### src/rtl/ifr_pkg.sv
// ----------------------------------------------------------------------------
// ifr_pkg
// Shared definitions for the instruction fetch register:
//   ifr_state_e        - fetch sequencer states
//   OPERAND_COUNT      - 2-bit operand count per opcode, entry i at [2*i +: 2]
//   OPCODE_TABLE_SIZE  - number of entries in OPERAND_COUNT
// ----------------------------------------------------------------------------
package ifr_pkg;

    typedef enum logic [1:0] {
        FETCH_OP  = 2'd0,
        FETCH_ARG = 2'd1,
        DONE      = 2'd2
    } ifr_state_e;

    localparam int OPCODE_TABLE_SIZE = 16;

    // Operand counts, opcode 15 down to 0:
    //   F:3 E:2 D:1 C:0 B:3 A:2 9:1 8:0 7:3 6:2 5:1 4:3 3:1 2:2 1:0 0:0
    // Entries of 3 exceed the default MAX_OPERANDS and are saturated by the
    // decoder.
    localparam logic [2*OPCODE_TABLE_SIZE-1:0] OPERAND_COUNT = 32'hE4E4_E760;

endpackage

### src/rtl/ifr_len_decode.sv
// ----------------------------------------------------------------------------
// ifr_len_decode
// Combinational opcode -> operand-count lookup, saturated to MAX_OPERANDS.
// Ports:
//   opcode : in  [OPCODE_BITS-1:0]  opcode to look up
//   len    : out [LEN_W-1:0]        number of operand bytes that follow
// Opcodes beyond the table decode to zero operands.
// ----------------------------------------------------------------------------
module ifr_len_decode
    import ifr_pkg::*;
#(
    parameter int OPCODE_BITS  = 4,
    parameter int MAX_OPERANDS = 2,
    parameter int LEN_W        = $clog2(MAX_OPERANDS + 1)
) (
    input  logic [OPCODE_BITS-1:0] opcode,
    output logic [LEN_W-1:0]       len
);

    logic [1:0] raw_len;

    // NOTE: every signal assigned in an always_comb gets a default first, so
    // no path leaves it unassigned and no latch is inferred.
    always_comb begin
        raw_len = 2'd0;
        for (int i = 0; i < OPCODE_TABLE_SIZE; i++) begin
            if (int'(opcode) == i) begin
                raw_len = OPERAND_COUNT[2*i +: 2];
            end
        end
    end

    always_comb begin
        if (int'(raw_len) > MAX_OPERANDS) begin
            len = LEN_W'(MAX_OPERANDS);
        end else begin
            len = LEN_W'(raw_len);
        end
    end

endmodule

### src/rtl/instr_fetch_register.sv
// ----------------------------------------------------------------------------
// instr_fetch_register
// Assembles a variable-length instruction (opcode byte + 0..MAX_OPERANDS
// operand bytes) from a shared bus, one byte per read_from_bus strobe.
// Ports:
//   clk, rst       : clock; asynchronous active-high reset
//   clear          : synchronous abort of the current instruction (data kept)
//   read_from_bus  : capture bus_in into the next byte slot
//   write_to_bus   : drive (byte 0 & BUS_MASK) onto bus_out, else 0
//   bus_in         : shared bus data
//   bus_out        : masked byte 0 when enabled
//   opcode         : upper OPCODE_BITS of byte 0
//   operand        : operand byte k at [k*WIDTH +: WIDTH]
//   value          : raw byte 0
//   instr_valid    : a complete instruction is held
//   byte_index     : next slot to fill (0 when waiting for an opcode)
// ----------------------------------------------------------------------------
module instr_fetch_register
    import ifr_pkg::*;
#(
    parameter int               WIDTH        = 8,
    parameter int               OPCODE_BITS  = 4,
    parameter int               MAX_OPERANDS = 2,
    parameter logic [WIDTH-1:0] BUS_MASK     = WIDTH'(8'h0F),
    localparam int              IDX_W        = $clog2(MAX_OPERANDS + 1),
    localparam int              OPS_W        = WIDTH * MAX_OPERANDS
) (
    input  logic                   clk,
    input  logic                   rst,
    input  logic                   clear,
    input  logic                   read_from_bus,
    input  logic                   write_to_bus,
    input  logic [WIDTH-1:0]       bus_in,
    output logic [WIDTH-1:0]       bus_out,
    output logic [OPCODE_BITS-1:0] opcode,
    output logic [OPS_W-1:0]       operand,
    output logic [WIDTH-1:0]       value,
    output logic                   instr_valid,
    output logic [IDX_W-1:0]       byte_index
);

    ifr_state_e       state_q, state_d;
    logic [WIDTH-1:0] byte0_q, byte0_d;
    logic [OPS_W-1:0] ops_q,   ops_d;
    logic [IDX_W-1:0] idx_q,   idx_d;

    // Length of the instruction whose opcode is arriving on the bus now.
    logic [IDX_W-1:0] new_len;
    // Length of the instruction currently held in byte 0.
    logic [IDX_W-1:0] cur_len;

    ifr_len_decode #(
        .OPCODE_BITS  (OPCODE_BITS),
        .MAX_OPERANDS (MAX_OPERANDS)
    ) u_new_len (
        .opcode (bus_in[WIDTH-1 -: OPCODE_BITS]),
        .len    (new_len)
    );

    ifr_len_decode #(
        .OPCODE_BITS  (OPCODE_BITS),
        .MAX_OPERANDS (MAX_OPERANDS)
    ) u_cur_len (
        .opcode (byte0_q[WIDTH-1 -: OPCODE_BITS]),
        .len    (cur_len)
    );

    always_comb begin
        state_d = state_q;
        byte0_d = byte0_q;
        ops_d   = ops_q;
        idx_d   = idx_q;

        if (clear) begin
            // Abort wins over a simultaneous read; captured bytes stay visible.
            state_d = FETCH_OP;
            idx_d   = '0;
        end else if (read_from_bus) begin
            case (state_q)
                FETCH_OP, DONE: begin
                    // DONE accepts the next opcode directly: no idle cycle.
                    byte0_d = bus_in;
                    ops_d   = '0;
                    if (new_len == '0) begin
                        state_d = DONE;
                        idx_d   = '0;
                    end else begin
                        state_d = FETCH_ARG;
                        idx_d   = IDX_W'(1);
                    end
                end
                FETCH_ARG: begin
                    // Slot idx_q holds operand idx_q-1.
                    for (int k = 0; k < MAX_OPERANDS; k++) begin
                        if (int'(idx_q) == k + 1) begin
                            ops_d[k*WIDTH +: WIDTH] = bus_in;
                        end
                    end
                    if (idx_q == cur_len) begin
                        state_d = DONE;
                        idx_d   = '0;
                    end else begin
                        idx_d = idx_q + IDX_W'(1);
                    end
                end
                default: begin
                    state_d = FETCH_OP;
                    idx_d   = '0;
                end
            endcase
        end
    end

    // NOTE: state registers use non-blocking assignments so every flop
    // samples its _d value from before the edge, independent of block order.
    always_ff @(posedge clk or posedge rst) begin
        if (rst) begin
            state_q <= FETCH_OP;
            byte0_q <= '0;
            ops_q   <= '0;
            idx_q   <= '0;
        end else begin
            state_q <= state_d;
            byte0_q <= byte0_d;
            ops_q   <= ops_d;
            idx_q   <= idx_d;
        end
    end

    // bus_out is combinational from the registered byte 0, so a same-cycle
    // read shows the pre-edge value.
    assign bus_out     = write_to_bus ? (byte0_q & BUS_MASK) : '0;
    assign opcode      = byte0_q[WIDTH-1 -: OPCODE_BITS];
    assign operand     = ops_q;
    assign value       = byte0_q;
    assign instr_valid = (state_q == DONE);
    assign byte_index  = idx_q;

endmodule

### config.mk
export PLATFORM = sky130hd
export DESIGN_NAME = instr_fetch_register
export DESIGN_NICKNAME = d
export VERILOG_FILES = /design/src/rtl/ifr_pkg.sv /design/src/rtl/ifr_len_decode.sv /design/src/rtl/instr_fetch_register.sv
export SDC_FILE = /design/constraint.sdc
export NUM_CORES = 1
export LEC_CHECK = 0
export ABC_AREA = 1
export CAP_MARGIN = 20
export CORE_MARGIN = 2
export CORE_UTILIZATION = 25
export CTS_CLUSTER_DIAMETER = 50
export CTS_CLUSTER_SIZE = 14
export DETAILED_ROUTE_END_ITERATION = 12
export DONT_BUFFER_PORTS = 1
export MAX_ROUTING_LAYER = met4
export SLEW_MARGIN = 25
export SYNTH_ARGS = -nofsm -noshare
export SYNTH_HDL_FRONTEND = slang
export SYNTH_HIERARCHICAL = 1
export SYNTH_SLANG_ARGS = --single-unit
export TNS_END_PERCENT = 5
### constraint.sdc
create_clock -name clk -period 4.36 [get_ports clk]
set_clock_uncertainty 0.15 [all_clocks]
set_input_delay 0.872 -clock clk [delete_from_list [all_inputs] [get_ports clk]]
set_output_delay 0.872 -clock clk [all_outputs]
set_load 0.1 [all_outputs]
# Word level (Yosys, flattened, before mapping)
# Index checks and enable logic that the tools add are counted.
# op_classes
addsub	1
order_cmp	2
n_eq_ne	36
muxes	44
n_bitwise	1
n_reduce_logical	9
# ops
op	count
$mux 2	37
$eq 4x4->1 const B	16
$eq 4x3->1 const B	8
$pmux 16 s2	1
$mux 8	2
$eq 4x1->1 const B	2
$eq 4x2->1 const B	2
$pmux 2 s2	2
$reduce_and 4->1	2
$eq 2x2->1 const B	3
$gt 2x2->1 const B	2
$logic_not 2->1	2
$mux 4	1
$ne 2x2->1 const B	2
$reduce_bool 2->1	2
$ne 3x3->1 const B	1
$reduce_and 3->1	1
$add 2x1->2 const B	1
$eq 2x1->1 const B	1
$eq 2x2->1	1
$reduce_and 2->1	1
$reduce_or 2->1	1
$mux 1	1
$not 1->1	1
# totals
register_bits	28
in_bits	13
out_inout_bits	39
elab_cells	98

# Longest topological paths before layout
# logic_depth
depth_word	22
ltp_mapped	11
ltp_nobuf	11

# Hierarchy
# The synthesis kept the hierarchy.
# by_module_without_submodules
mod	instances	cells_per_inst	area_each_um2	seq_area_each_um2
instr_fetch_register	1	161	1373.8	700.7
ifr_len_decode	2	7	33.8	0.0

# Worst setup path after synthesis
# No wires, ideal clock.
# synth_timing
kind	flip-flop to output port
start	register state_q[0]
end	output instr_valid
arrival_time_ns	1.697
required_time_ns	3.338
slack_ns	1.641
stages_incl_launch_ff	2
path_buffers	0
cell_sequence	dfrtp_1 nor2_1
# synth_between
elab_chain_len	1
# synth_lines
item	line	rtl
start: declaration	instr_fetch_register.sv:42	ifr_state_e state_q, state_d;
start signal: assignment	instr_fetch_register.sv:123	state_q <= state_d;
$eq 2x2->1	instr_fetch_register.sv:136	assign instr_valid = (state_q == DONE);
end: declaration	instr_fetch_register.sv:38	output logic instr_valid,
# No other way between the ends.

# Worst setup path in the final report
# layout_timing
start	register byte0_q[3], in the netlist value[3]
end	output bus_out[3]
# layout_between
elab_chain_len	1
# layout_lines
item	line	rtl
start: declaration	instr_fetch_register.sv:43	logic [WIDTH-1:0] byte0_q, byte0_d;
start signal: assignment	instr_fetch_register.sv:124	byte0_q <= byte0_d;
$mux 4	instr_fetch_register.sv:132	assign bus_out = write_to_bus ? (byte0_q & BUS_MASK) : '0;
end: declaration	instr_fetch_register.sv:34	output logic [WIDTH-1:0] bus_out,
# No other way between the ends.

==> key figures <==
Layout
  • Final #Nets: about 190
  • Fillers: around 630
  • Layout cells sized above 1: around 17%
  • Final Cell Area: 1550 µm²
  • Ant diodes: 0
  • Synth-to-Final Area Change: 7.64%

Global route
  • Vias in the first global route: 1010
  • GRT Total Usage: between 10% and 20%
  • Largest net degree at the start of global routing: 29
  • Initial antenna violation count: 0
  • Gr ovfl total: 0
  • First-pass GRT wire length: around 5300 µm

Detailed routing
  • Wire length per cell: roughly 13 µm
  • Vias per inst: just over 4
  • Via count: 1027
  • Detail Route Antenna Nets: 0
  • Final wirelength: between 3000 and 4000 µm
  • Number of remaining DRC errors: 0
  • DRT Pass-1 Iters: 4
  • DRT iter0 DRCs: 55

Yosys
  • Synth Area per Inst: 8.24 µm²
  • Post-synth ARST share: 100%
  • Yosys warnings: 6
  • Post-synth cell types: 25
  • Area of the mapped netlist: about 1400 µm²
  • Seq/Total Area, Yosys: 48.6%
  • Flop and latch count out of synthesis: 28
  • Leading area contributor after synthesis: dfrtp_1
  • Gate Count Post-Synth: 175
  • Main synth FF type: dfrtp_1
  • Synth top area cells: dfrtp_1, nand2_1, o21ai_0
  • Post-synth EDFFs: 0
  • Synth top area share: 48.6%

Placed design
  • Port buffer count: 0
  • Hpwl dp: between 2000 and 2500 µm
  • Post-place setup slack: around 1.8 ns
  • Final Wtd Congestion: roughly 0.77
  • Placed inst area: 1480 µm²

Clock network
  • Clock Latency Late Sink: about 0.27 ns
  • Clock buffer depth: 2
  • CTS tree: done
  • Clock Pin Slew Worst Setup and Hold Paths: about 0.10 ns
  • Resize count post-CTS: 0
  • Cts hold-fix bufs: 0
  • Clock sink total: 28
  • Setup bufs post-CTS: 0
  • Root buffer cell: clkbuf_8
  • CTS buffer count: 3
  • H-tree levels: 1

Critical path
  • Crit path max fanout: 3
  • Crit start category: register
  • Max incr delay on CP: ~0.62 ns
  • Reg2Reg Depth: 6
  • Crit. End Element: output port
  • Reg2Reg Setup Slack: 2.05 ns
  • Reg2reg end: operand[15]
  • Crit-path slowest cell: inv_1
  • Crit path cell chain: buf_4, nand2_1, inv_1
  • Setup CP Type: reg2out
  • WP data arrival: between 1.5 and 2 ns
  • Beginning of the worst register-to-register path: byte_index[0]
  • Req. time, crit path: roughly 3.3 ns

Timing
  • Fin crit period: 2.64 ns
  • Final-report setup violation count: 0
  • Worst Setup Slack, final: ~1.7 ns
  • Tcrit/Tclk final: about three fifths
  • Fmax: between 300 and 400 MHz
  • Setup_tns: 0 ns
  • Final slew viol count: 0
  • Relative slew slack: between 20% and 30%
  • Hold Vio Cnt, Final: 0
  • RSZ-0062 raised after global routing: no
  • Worst slew pin tran: 1.08 ns

Pwr
  • VDD IR max: slightly below 200 µV
  • Pwr Density: 599 nW/µm²
  • P_leak: about 0.77 nW

Run
  • Max-Cap Viols: 0

Floorplan
  • Ports: 52
  • Core outline area: roughly 5500 µm²
  • Initial Utilization: between 20% and 30%
  • Row Count: 27
  • Die W: ~80 µm
  • DIE HEIGHT: 79.9 µm
  • Die area: between 6000 and 7000 µm²

Min path
  • Worst min-delay path endpoint: state_q[1]
  • Min-Delay Path Class: reg2reg
  • Hold depth: 2
  • Hold_sp: state_q[1]

Outcome
  • Status: finished, final reports clean
cells by family (layout without fill, tap and decap cells):
family	after synthesis	in the layout	synth area share (%)
and+or+nand+nor	96	96	29.1
buffers and inverters	26	23	10.9
adders and majority gates	2	2	1.74
other	1	4	0.260
DFF	28	28	48.6
AOI/OAI and AO/OA	22	22	9.46
critical path, delay by kind of cell, from the launching register on:
kind	cells	cell delay, ns
DFF	1	0.33
buffers and inverters	2	0.91
and+or+nand+nor	1	0.10
cells in the final DEF, fill, tap and decap left out, drive strengths merged, types with 3 or more instances in the layout:
cell type  Yosys  final
buf           11      4
clkbuf         0      3
conb           1      4
dfrtp         28     28
inv           13     13
nand2         71     71
nand3          9      9
nor2          10     10
o21ai         20     20
power breakdown:
group,switching [mW],internal (mW),leakage [nW]
clock network,0.0845,0.123,0.0357
logic,0.167,0.0408,0.369
registers,0.230,0.285,0.367
synthesized netlist by cell type, types with 2 or more instances:
master,count
inv_1,13
o21ai_1,2
buf_4,8
nand2_2,5
nand2_1,64
nand2_4,2
nor3_1,2
clkinv_1,2
ha_1,2
o21ai_2,6
nand3_1,9
nor2_1,9
o21ai_0,12
dfrtp_1,28
state kept, by name, indices dropped and copies added, names as in the netlist:
name	cells
value	8
byte_index	2
operand	16
state_q	2
final cells by class:
cell class / instances / area [µm²] / area share (%)
multi-input combinational: 124 / 598 / 38.5
inverter: 15 / 56.3 / 3.63
clock buffer: 3 / 41.3 / 2.66
timing repair buffer: 4 / 30.0 / 1.94
tap: 72 / 90.1 / 5.81
sequential: 28 / 706 / 45.5
clock inverter: 1 / 30.0 / 1.94
metal layers:
metal / part of all wire [%] / track usage, %
met1: 46 / 14.4
met3: 6.5 / 2.60
met5: 0 / -
met4: 0.48 / 3.05
met2: 47 / 16.4
per-stage QoR:
step	cells	hold WS, ns	utilization, %	total power, mW
after global routing	247	0.432	28.0	0.973
after global placement	243	0.340	26.7	0.729
after floorplan	178	0.313	-	0.711
after CTS	247	0.360	28.0	0.939
final	247	0.353	28.0	0.930
after detailed placement	243	0.336	26.7	0.731
how the worst max path moves through the flow:
| stage | startpoint | endpoint | slack (ns) | cells after the start |
|---|---|---|---|---|
| CTS | value[3] | bus_out[3] | 1.70 | 3 |
| floorplan | state_q[0] | instr_valid | 1.64 | 1 |
| detailed placement | write_to_bus | bus_out[3] | 1.80 | 2 |
| global route | state_q[0] | instr_valid | 1.65 | 1 |
| global placement | write_to_bus | bus_out[3] | 1.80 | 2 |
| finish | value[3] | bus_out[3] | 1.72 | 3 |
Power figures use the tool's default switching activity.
